## src/rtl/s2p_pkg.sv

```systemverilog
// Shared types and defaults for the serial-to-parallel frame receiver.
package s2p_pkg;

  typedef enum logic {
    IDLE  = 1'b0,
    SHIFT = 1'b1
  } s2p_state_e;

  localparam int S2P_WIDTH_DEFAULT = 8;

endpackage

```

## src/rtl/serial2parallel.sv

```systemverilog
// Framed LSB-first serial receiver with a one-word valid/ready output buffer
// and registered frame_err / overrun pulses.
module serial2parallel
  import s2p_pkg::*;
#(
  parameter int WIDTH = S2P_WIDTH_DEFAULT
) (
  input  logic             clk,
  input  logic             rst_n,
  input  logic             d,
  input  logic             serial_start,
  input  logic             serial_end,
  output logic [WIDTH-1:0] q,
  output logic             q_valid,
  input  logic             q_ready,
  output logic             frame_err,
  output logic             overrun
);

  localparam int CNT_W = $clog2(WIDTH);
  localparam logic [CNT_W-1:0] LAST = CNT_W'(WIDTH - 1);
  localparam logic [CNT_W-1:0] ONE  = CNT_W'(1);

  s2p_state_e       state, state_nxt;
  logic [CNT_W-1:0] cnt, cnt_nxt;
  logic [WIDTH-1:0] sr, sr_nxt, word;
  logic             complete, ferr_nxt;

  always_comb begin
    state_nxt       = state;
    cnt_nxt         = cnt;
    sr_nxt          = sr;
    complete        = 1'b0;
    ferr_nxt        = 1'b0;
    word            = sr;
    word[WIDTH-1]   = d;

    case (state)
      IDLE: begin
        if (serial_start) begin
          if (serial_end) begin
            ferr_nxt = 1'b1;
          end else begin
            sr_nxt[0] = d;
            cnt_nxt   = ONE;
            state_nxt = SHIFT;
          end
        end
      end
      SHIFT: begin
        // A fresh start always wins: drop the partial frame and begin again.
        if (serial_start) begin
          ferr_nxt  = 1'b1;
          sr_nxt[0] = d;
          cnt_nxt   = ONE;
        end else if (cnt == LAST) begin
          if (serial_end) begin
            complete = 1'b1;
            sr_nxt   = word;
          end else begin
            ferr_nxt = 1'b1;
          end
          cnt_nxt   = '0;
          state_nxt = IDLE;
        end else if (serial_end) begin
          ferr_nxt  = 1'b1;
          cnt_nxt   = '0;
          state_nxt = IDLE;
        end else begin
          sr_nxt[cnt] = d;
          cnt_nxt     = cnt + ONE;
        end
      end
      default: begin
        cnt_nxt   = '0;
        state_nxt = IDLE;
      end
    endcase
  end

  always_ff @(posedge clk or negedge rst_n) begin
    if (!rst_n) begin
      state <= IDLE;
      cnt   <= '0;
      sr    <= '0;
    end else begin
      state <= state_nxt;
      cnt   <= cnt_nxt;
      sr    <= sr_nxt;
    end
  end

  // Output buffer: a completed word only lands if the slot is free or being drained.
  always_ff @(posedge clk or negedge rst_n) begin
    if (!rst_n) begin
      q         <= '0;
      q_valid   <= 1'b0;
      frame_err <= 1'b0;
      overrun   <= 1'b0;
    end else begin
      frame_err <= ferr_nxt;
      overrun   <= 1'b0;
      if (complete && (!q_valid || q_ready)) begin
        q       <= word;
        q_valid <= 1'b1;
      end else if (complete) begin
        overrun <= 1'b1;
      end else if (q_valid && q_ready) begin
        q_valid <= 1'b0;
      end
    end
  end

endmodule

```

## config.mk

```make
export PLATFORM = sky130hd
export DESIGN_NAME = serial2parallel
export DESIGN_NICKNAME = d
export VERILOG_FILES = /design/src/rtl/s2p_pkg.sv /design/src/rtl/serial2parallel.sv
export SDC_FILE = /design/constraint.sdc
export NUM_CORES = 1
export LEC_CHECK = 0
export CORE_MARGIN = 3
export CORE_UTILIZATION = 30
export CTS_CLUSTER_DIAMETER = 200
export DETAILED_ROUTE_END_ITERATION = 8
export HOLD_SLACK_MARGIN = 0.05
export PLACE_DENSITY_LB_ADDON = 0.1
export RECOVER_POWER = 100
export SLEW_MARGIN = 25
export SYNTH_ARGS = -nofsm -noshare
export SYNTH_HDL_FRONTEND = slang
export SYNTH_SLANG_ARGS = --single-unit
```

## constraint.sdc

```tcl
create_clock -name clk -period 1.8 [get_ports clk]
set_input_delay 0.36 -clock clk [delete_from_list [all_inputs] [get_ports clk]]
set_output_delay 0.36 -clock clk [all_outputs]
set_load 0.02 [all_outputs]
```

==> results of run 1 <==
-- logic make-up after synthesis --
logic type	after synthesis	synth area share, %
flops	22	48.9
fa+ha+maj	4	4.44
mux	10	12.7
simple gates	29	17.1
buf+inv	9	5.33
compound gates	21	11.6
-- path summary, 6_finish.rpt --
| kind | end | cells past startpoint | startpoint | slack, ns |
|---|---|---|---|---|
| min in group asynchronous | q[2] | 2 | rst_n | 0.61 |
| max in group asynchronous | sr[4] | 2 | rst_n | 0.82 |
| setup / recovery | sr[6] | 8 | cnt[0] | 0.07 |
| hold reg to reg | sr[0] | 1 | sr[0] | 0.50 |
| setup reg to reg | sr[6] | 8 | cnt[0] | 0.07 |
| hold / removal | sr[0] | 1 | sr[0] | 0.50 |
-- power by group --
group / internal [mW] / leakage (nW) / switching [mW]
registers: 0.531 / 0.290 / 0.0272
logic: 0.0877 / 0.381 / 0.0873
clock network: 0.149 / 0.0216 / 0.152
-- stage by stage --
| stage | cells | cell area (µm²) | power, mW |
|---|---|---|---|
| 2_1_floorplan | 95 | 1130 | 0.674 |
| 3_3_place_gp | 165 | 1410 | 0.739 |
| 3_5_place_dp | 165 | 1410 | 0.742 |
| 4_1_cts | 168 | 1450 | 1.05 |
| 5_1_grt | 168 | 1450 | 1.10 |
| 6_report | 168 | 1450 | 1.03 |
-- repair_timing --
item	in CTS	in global routing
setup endpoints to repair	3	5
resized for setup	1	3
buffers inserted	0	0
pin swaps	0	0
-- layer usage --
layer | track usage (%) | up-vias
met3 | 2.16 | 5
met4 | 6.08 | 0
met5 | 0 | -
li1 | - | 389
met2 | 17.3 | 14
met1 | 13.6 | 369
-- sequential cells by signal (all words and copies together) (netlist names) --
name       count
cnt            3
frame_err      1
overrun        1
q              8
q_valid        1
sr             7
state          1
-- critical path: cells and delay by family, from the launching register on --
family / cells / cell delay, ns
fa+ha+maj: 3 / 0.56
simple gates: 2 / 0.25
buf+inv: 2 / 0.14
mux: 1 / 0.27
flops: 1 / 0.39
-- final cells by class --
| cell class | instances | area, µm² |
|---|---|---|
| timing repair buffer | 29 | 251 |
| multi-input combinational | 64 | 529 |
| sequential | 22 | 551 |
| fill | 355 | 2020 |
| clock buffer | 3 | 41.3 |
| inverter | 4 | 15.0 |
| tap | 46 | 57.6 |
-- cells in the mapped netlist, drive strengths merged --
cell / n / share of area, %
a21oi: 5 / 2.2
a22o: 3 / 2.3
a31oi: 2 / 1.1
a32o: 1 / 0.89
buf: 5 / 4.0
dfrtp: 22 / 49
ha: 4 / 4.4
inv: 4 / 1.3
mux2: 10 / 13
nand2: 5 / 1.7
nand2b: 5 / 3.7
nand3: 1 / 0.44
nand4b: 2 / 2.1
nor2: 6 / 2.7
nor2b: 3 / 1.9
nor3: 2 / 0.89
nor3b: 2 / 1.3
nor4b: 1 / 1.3
o21ai: 8 / 3.6
o311ai: 1 / 0.78
o31ai: 1 / 0.67
or2: 2 / 1.1
==> reports/metrics.csv, run 1 <==
metric,value,unit
CTS buffer count,3,
Max stage delay on crit path,0.39,ns
metal3 WL,92,µm
"slowest stage cell, crit path",dfrtp_1,
largest net degree at the start of global routing,23,
RSZ-0062 raised after global routing,false,
vias in the first global route,814,
# diodes,0,
worst path cell trace,ha_2 -> ha_1 -> inv_1 -> ha_1 -> inv_1 -> nor2_4 -> nand3_1 -> mux2_2,
MaxCap Viol Count,0,
"commonest non-fill, non-tap cell in the layout",dfrtp_1,
Rows,21,
Yosys reg bits,22,
Worst-path clk slew,0.07,ns
Setup TNS,0,ns
outcome,finished clean,
initial antenna violation count,0,
FMAX,579,MHz
GPL Wtd Cong,0.781,
Yosys warning total,0,
clock latency on the worst-skew pair,0.26,ns
Setup Skew,0.00206,ns
vias,777,
Mapped Nets,105,
Post-CTS Hold Buffers,0,
# DRC,0,
Longest Clk Path Bufs,2,
first-pass GRT wire length,3660,µm
peak supply drop,0.000224,V
worst setup margin,0.0739,ns
die width,67.3,µm
final hold vios,0,
Layout Utilization,41.7,%
post-synthesis cell area,1130,µm²
Power Density,716,nW/µm²
GR Overflow Total,0,
Slew headroom,62.9,%
Leakage,0.692,nW
TritonRoute pass-1 iters,4,
routed length on met2,945,µm
Synth cell types,32,
setup violators final,0,
vias per cell,4.63,
Hold Crit Class,flip-flop to flip-flop,
Post-Syn Area per Cell,11.9,µm²
post-synthesis sequential area ratio,48.9,%
CP Data Arrival Time,1.88,ns
Syn-to-layout area delta,28.3,%
kind of critical path,flip-flop to flip-flop,
element type at the critical path end,flip-flop,
Worst Setup Start Kind,flip-flop,
worst slew pin tran,0.557,ns
antenna-violating nets left,0,
highest routed layer,met4,
Max Slew Vio Count,0,
CTS tree,done,
WL final,2080,µm
Global Route Usage Sum,10.8,%
minimum clock period,1.73,ns
Nets,134,
CTS Sinks,22,
core area,3470,µm²
DRT iter0 DRCs,28,
"commonest non-fill, non-tap cells in the layout","22 x dfrtp_1, 12 x dlygate4sd3_1, 9 x buf_4, 8 x mux2_4",
CTS root buf,clkbuf_8,
post-synthesis cell count,95,
worst path required time,1.95,ns
fin crit share,95.9,%
share of cells above drive strength 1,26.2,%
Routed WL per cell,12.4,µm
Die Ht,67.3,µm
HPWL after DPL,1560,µm
IO Pins,17,
number of I/O port buffers,16,
hold slack final,0.499,ns
htree depth,1,
die footprint,4520,µm²
routed metal-1 wirelength,1000,µm
Initial Util,32.5,%
dpl ws,-0.102,ns
worst-path maximum fanout,5,
No activity file was read; power rests on OpenSTA's default activity.
==> run 2, diff against run 1 <==
--- a/config.mk
+++ b/config.mk
@@ -12,6 +12,7 @@
 export HOLD_SLACK_MARGIN = 0.05
 export PLACE_DENSITY_LB_ADDON = 0.1
 export RECOVER_POWER = 100
+export SETUP_SLACK_MARGIN = 0.5
 export SLEW_MARGIN = 25
 export SYNTH_ARGS = -nofsm -noshare
 export SYNTH_HDL_FRONTEND = slang
==> run 2 against run 1 <==
Compared with the run above: sequential share of layout area decreased by 2.1 points; setup slack gained 0.072 ns; via count grew 3.1%; fmax increased by 4.3%; cell count is 1.8% higher; power increased by 18%; non-clock buffer count grew 2.
==> reports/metrics.csv, run 2 (synthesis results as in run 1) <==
metric,value,unit
Initial Util,32.5,%
worst hold stages,2,
Reg2Reg Capture Point,q[1],
Max Slew Vio Count,0,
Largest register FFs,8,
filler-free cell count of the finished design,171,
R2R Path Start,cnt[1],
"commonest non-fill, non-tap cell in the layout",dfrtp_1,
IO Pins,17,
clock latency on the worst-skew pair,0.27,ns
reg2reg setup slack,0.15,ns
HPWL after DPL,1590,µm
Hold Crit Class,flip-flop to flip-flop,
GR Overflow Total,0,
number of I/O port buffers,16,
Power Density,791,nW/µm²
dpl ws,-0.110,ns
element type at the critical path end,flip-flop,
Reg with most FFs,q,
GPL Wtd Cong,0.799,
CTS buffer count,3,
crit path from,cnt[1],
Leakage,0.674,nW
first-pass GRT wire length,3950,µm
outcome,finished clean,
Rows,21,
MaxCap Viol Count,0,
Setup TNS,0,ns
worst-path maximum fanout,8,
Syn-to-layout area delta,36.4,%
core area,3470,µm²
Worst Setup Start Kind,flip-flop,
FMAX,604,MHz
largest net degree at the start of global routing,23,
fin crit share,91.9,%
Setup Skew,0.00565,ns
WL final,2260,µm
CTS tree,done,
minimum clock period,1.65,ns
Global Route Usage Sum,11.8,%
final hold vios,0,
"commonest non-fill, non-tap cells in the layout","20 x dfrtp_1, 10 x buf_4, 9 x clkbuf_1, 7 x mux2_4, 5 x nand2_1",
CTS root buf,clkbuf_8,
Post-CTS Hold Buffers,0,
kind of critical path,flip-flop to flip-flop,
worst slew pin tran,0.556,ns
Hold EP,sr[1],
CP Data Arrival Time,1.81,ns
share of cells above drive strength 1,36.8,%
vias,801,
Routed WL per cell,13.2,µm
# DRC,0,
worst path required time,1.96,ns
Nets,136,
post-route cell area,1540,µm²
Die Ht,67.3,µm
dpl cell area,1440,µm²
RSZ-0062 raised after global routing,true,
CTS Sinks,22,
initial antenna violation count,0,
Slew headroom,62.9,%
TritonRoute pass-1 iters,4,
die width,67.3,µm
antenna-violating nets left,0,
vias in the first global route,808,
placed cells,162,
setup violators final,0,
worst setup margin,0.145,ns
vias per cell,4.68,
DRT iter0 DRCs,17,
Longest Clk Path Bufs,2,
biggest regs,"q x8, sr x7, cnt x3",
Layout fillers,356,
die footprint,4520,µm²
Worst-path clk slew,0.08,ns
htree depth,1,
peak supply drop,0.000425,V
Worst Hold Launch,sr[1],
Layout Utilization,44.3,%
# diodes,0,
R2R depth,6,
==> run 2: metal layers <==
metal | GRT usage [%] | share of wire (%) | vias up
met5 | 0 | 0 | -
met4 | 4.56 | 2.0 | 0
met3 | 3.99 | 5.4 | 4
met2 | 20.1 | 48 | 14
met1 | 13.7 | 44 | 385
li1 | - | - | 398
==> run 2: through the flow <==
stage                     power, mW  hold WS [ns]
after CTS                      1.24         0.461
final                          1.22         0.489
after detailed placement      0.755         0.483
after floorplan               0.686        0.0644
after global placement        0.749         0.478
after global routing           1.29         0.517
==> run 2: area by class of cell <==
class	count	area, µm²	share of cell area, %
Clock buffer	3	41.3	2.69
Clock inverter	1	30.0	1.95
Inverter	4	15.0	0.977
Multi-Input combinational cell	64	604	39.3
Sequential cell	22	553	36.0
Tap cell	46	57.6	3.75
Timing Repair Buffer	31	235	15.3
==> run 2: what timing repair did <==
item	4_1_cts	5_1_grt
setup endpoints to repair	30	29
pin swaps	1	2
cloned	0	0
gates resized for setup	38	16
setup buffers	3	2
==> run 2: worst max-delay path by stage <==
| stage | end | slack, ns | depth (start not counted) |
|---|---|---|---|
| floorplan | sr[6] | 0.28 | 8 |
| global placement | sr[0] | -0.07 | 5 |
| detailed placement | sr[0] | -0.11 | 5 |
| CTS | sr[1] | 0.19 | 8 |
| global route | q[1] | 0.06 | 6 |
| finish | q[1] | 0.15 | 6 |
==> run 2: power by group <==
| part | switching [mW] | total (mW) | internal, mW |
|---|---|---|---|
| combinational | 0.0966 | 0.191 | 0.0942 |
| clock | 0.166 | 0.464 | 0.297 |
| sequential | 0.0295 | 0.561 | 0.532 |
| total | 0.292 | 1.22 | 0.923 |
==> run 2: worst max-delay path: stages, from the launching register on <==
cell and delay (ns):
dfrtp_1 0.39, ha_4 0.18, ha_4 0.16, nand4b_4 0.11, nor2b_1 0.22, buf_12 0.17
mux2_1 0.31
==> run 3, diff against run 2 <==
==> constraint.sdc (replaced) <==
create_clock -name clk -period 1.8 [get_ports clk]
set_input_delay 0.36 -clock clk [delete_from_list [all_inputs] [get_ports clk]]
set_output_delay 0.36 -clock clk [all_outputs]
set_load 0.005 [all_outputs]
==> run 3 against run 2 <==
Compared with the run above: fmax is 0.84% higher; via count is 4.6% higher; non-clock buffer count is 9 higher; critical endpoint is now q[6]; sequential power hardly changed; core utilization is 1.9 points higher; final area is 4.2% higher; power is 1.0% lower; register-to-register slack hardly changed; clock skew is 0.00092 ns higher; wire length is 2.3% higher; die area stayed put.
==> reports/metrics.csv, run 3 (synthesis results as in run 1) <==
metric,value,unit
Nets,145,
DRT iter0 DRCs,25,
Reg2Reg Capture Point,q[6],
Routed WL per cell,12.8,µm
R2R depth,6,
minimum clock period,1.64,ns
FMAX,610,MHz
worst path required time,1.95,ns
Reg with most FFs,q,
Max stage delay on crit path,0.39,ns
worst-path maximum fanout,8,
WL final,2310,µm
Largest register FFs,8,
number of I/O port buffers,16,
Rows,21,
Crit path top cell by count,ha_4,
CTS Sinks,22,
Die Ht,67.3,µm
HPWL after DPL,1590,µm
GR Overflow Total,0,
fin crit share,91.1,%
kind of critical path,flip-flop to flip-flop,
worst hold stages,2,
outcome,finished clean,
Worst Hold Launch,sr[1],
TritonRoute pass-1 iters,4,
initial antenna violation count,0,
Post-CTS Hold Buffers,0,
final hold vios,0,
Worst Setup Start Kind,flip-flop,
vias,838,
largest net degree at the start of global routing,23,
clock latency on the worst-skew pair,0.26,ns
antenna-violating nets left,0,
GPL Wtd Cong,0.799,
setup violators final,0,
R2R Path Start,cnt[1],
vias per cell,4.66,
Layout fillers,361,
first-pass GRT wire length,3970,µm
CTS buffer count,3,
worst slew pin tran,0.554,ns
"commonest non-fill, non-tap cells in the layout","20 x dfrtp_1, 20 x buf_4, 8 x clkdlybuf4s25_1, 7 x mux2_1",
# diodes,0,
reg2reg setup slack,0.16,ns
htree depth,1,
area of the multi-input gates,554,µm²
Setup Skew,0.00657,ns
core area,3470,µm²
CP Data Arrival Time,1.79,ns
Seq. cell area,553,µm²
element type at the critical path end,flip-flop,
share of cells above drive strength 1,34.3,%
CTS tree,done,
# DRC,0,
die footprint,4520,µm²
Global Route Usage Sum,11.8,%
vias in the first global route,845,
biggest regs,"q x8, sr x7, cnt x3",
Hold EP,sr[1],
peak supply drop,0.000441,V
Syn-to-layout area delta,42.2,%
die width,67.3,µm
Hold Crit Class,flip-flop to flip-flop,
Initial Util,32.5,%
Slew headroom,63.1,%
"slowest stage cell, crit path",dfrtp_1,
Leakage,0.740,nW
critical path's top delay family,flip-flops,
Power Density,751,nW/µm²
Bufs and invs on worst path,1,
MaxCap Viol Count,0,
hold slack final,0.490,ns
Setup TNS,0,ns
IO Pins,17,
Max Slew Vio Count,0,
CTS root buf,clkbuf_8,
RSZ-0062 raised after global routing,true,
Worst-path clk slew,0.08,ns
Longest Clk Path Bufs,2,
worst path cell trace,ha_4 -> ha_4 -> nand4b_1 -> nor2b_4 -> buf_12 -> mux2_1,
## run 3: tightest hold or removal path: stages, from the launching register on
cell     delay [ns]
dfrtp_1        0.35
o21ai_1        0.06
o31ai_1        0.05
## run 3: worst max-delay path by stage
stage	cells past startpoint	from	slack (ns)	end
after floorplan	8	cnt[1]	0.28	sr[6]
after global placement	5	serial_end	-0.07	sr[0]
after detailed placement	5	serial_end	-0.11	sr[0]
after CTS	8	cnt[0]	0.19	sr[1]
after global routing	6	cnt[0]	0.06	q[4]
final	6	cnt[1]	0.16	q[6]
## run 3: power breakdown
group	total (mW)	internal, mW	switching [mW]	leakage [nW]
Clock	0.461	0.297	0.164	0.0357
Combinational	0.182	0.0944	0.0876	0.417
Sequential	0.560	0.532	0.0279	0.287
## run 3: per-layer routing
metal / global-route usage [%] / share of wire (%) / up-vias / wire length, µm
li1: - / - / 417 / -
met1: 13.6 / 45 / 403 / 1030
met2: 20.0 / 49 / 16 / 1120
met3: 3.99 / 5.1 / 2 / 118
met4: 4.56 / 1.5 / 0 / 34
met5: 0 / 0 / - / 0
## run 3: cell type report
class | count | share of cell area, %
multi-input combinational | 64 | 34.6
tap | 46 | 3.59
clock inverter | 1 | 1.87
timing repair buffer | 40 | 21.9
clock buffer | 3 | 2.58
sequential | 22 | 34.5
inverter | 4 | 0.937
## run 3: what timing repair did
item	4_1_cts	5_1_grt
setup endpoints to repair	30	29
resized for setup	17	12
buffers inserted	9	5
hold endpoints to repair	0	0
pin swaps	2	2
## run 3: through the flow
step / cells / total power [mW] / util [%] / worst slack (ns) / area [µm²]
global placement: 162 / 0.745 / 41.6 / -0.0739 / 1440
CTS: 175 / 1.23 / 45.8 / 0.193 / 1590
floorplan: 95 / 0.682 / - / 0.280 / 1180
finish: 180 / 1.20 / 46.2 / 0.159 / 1600
global route: 180 / 1.27 / 46.2 / 0.0564 / 1600
detailed placement: 162 / 0.750 / 41.6 / -0.110 / 1440
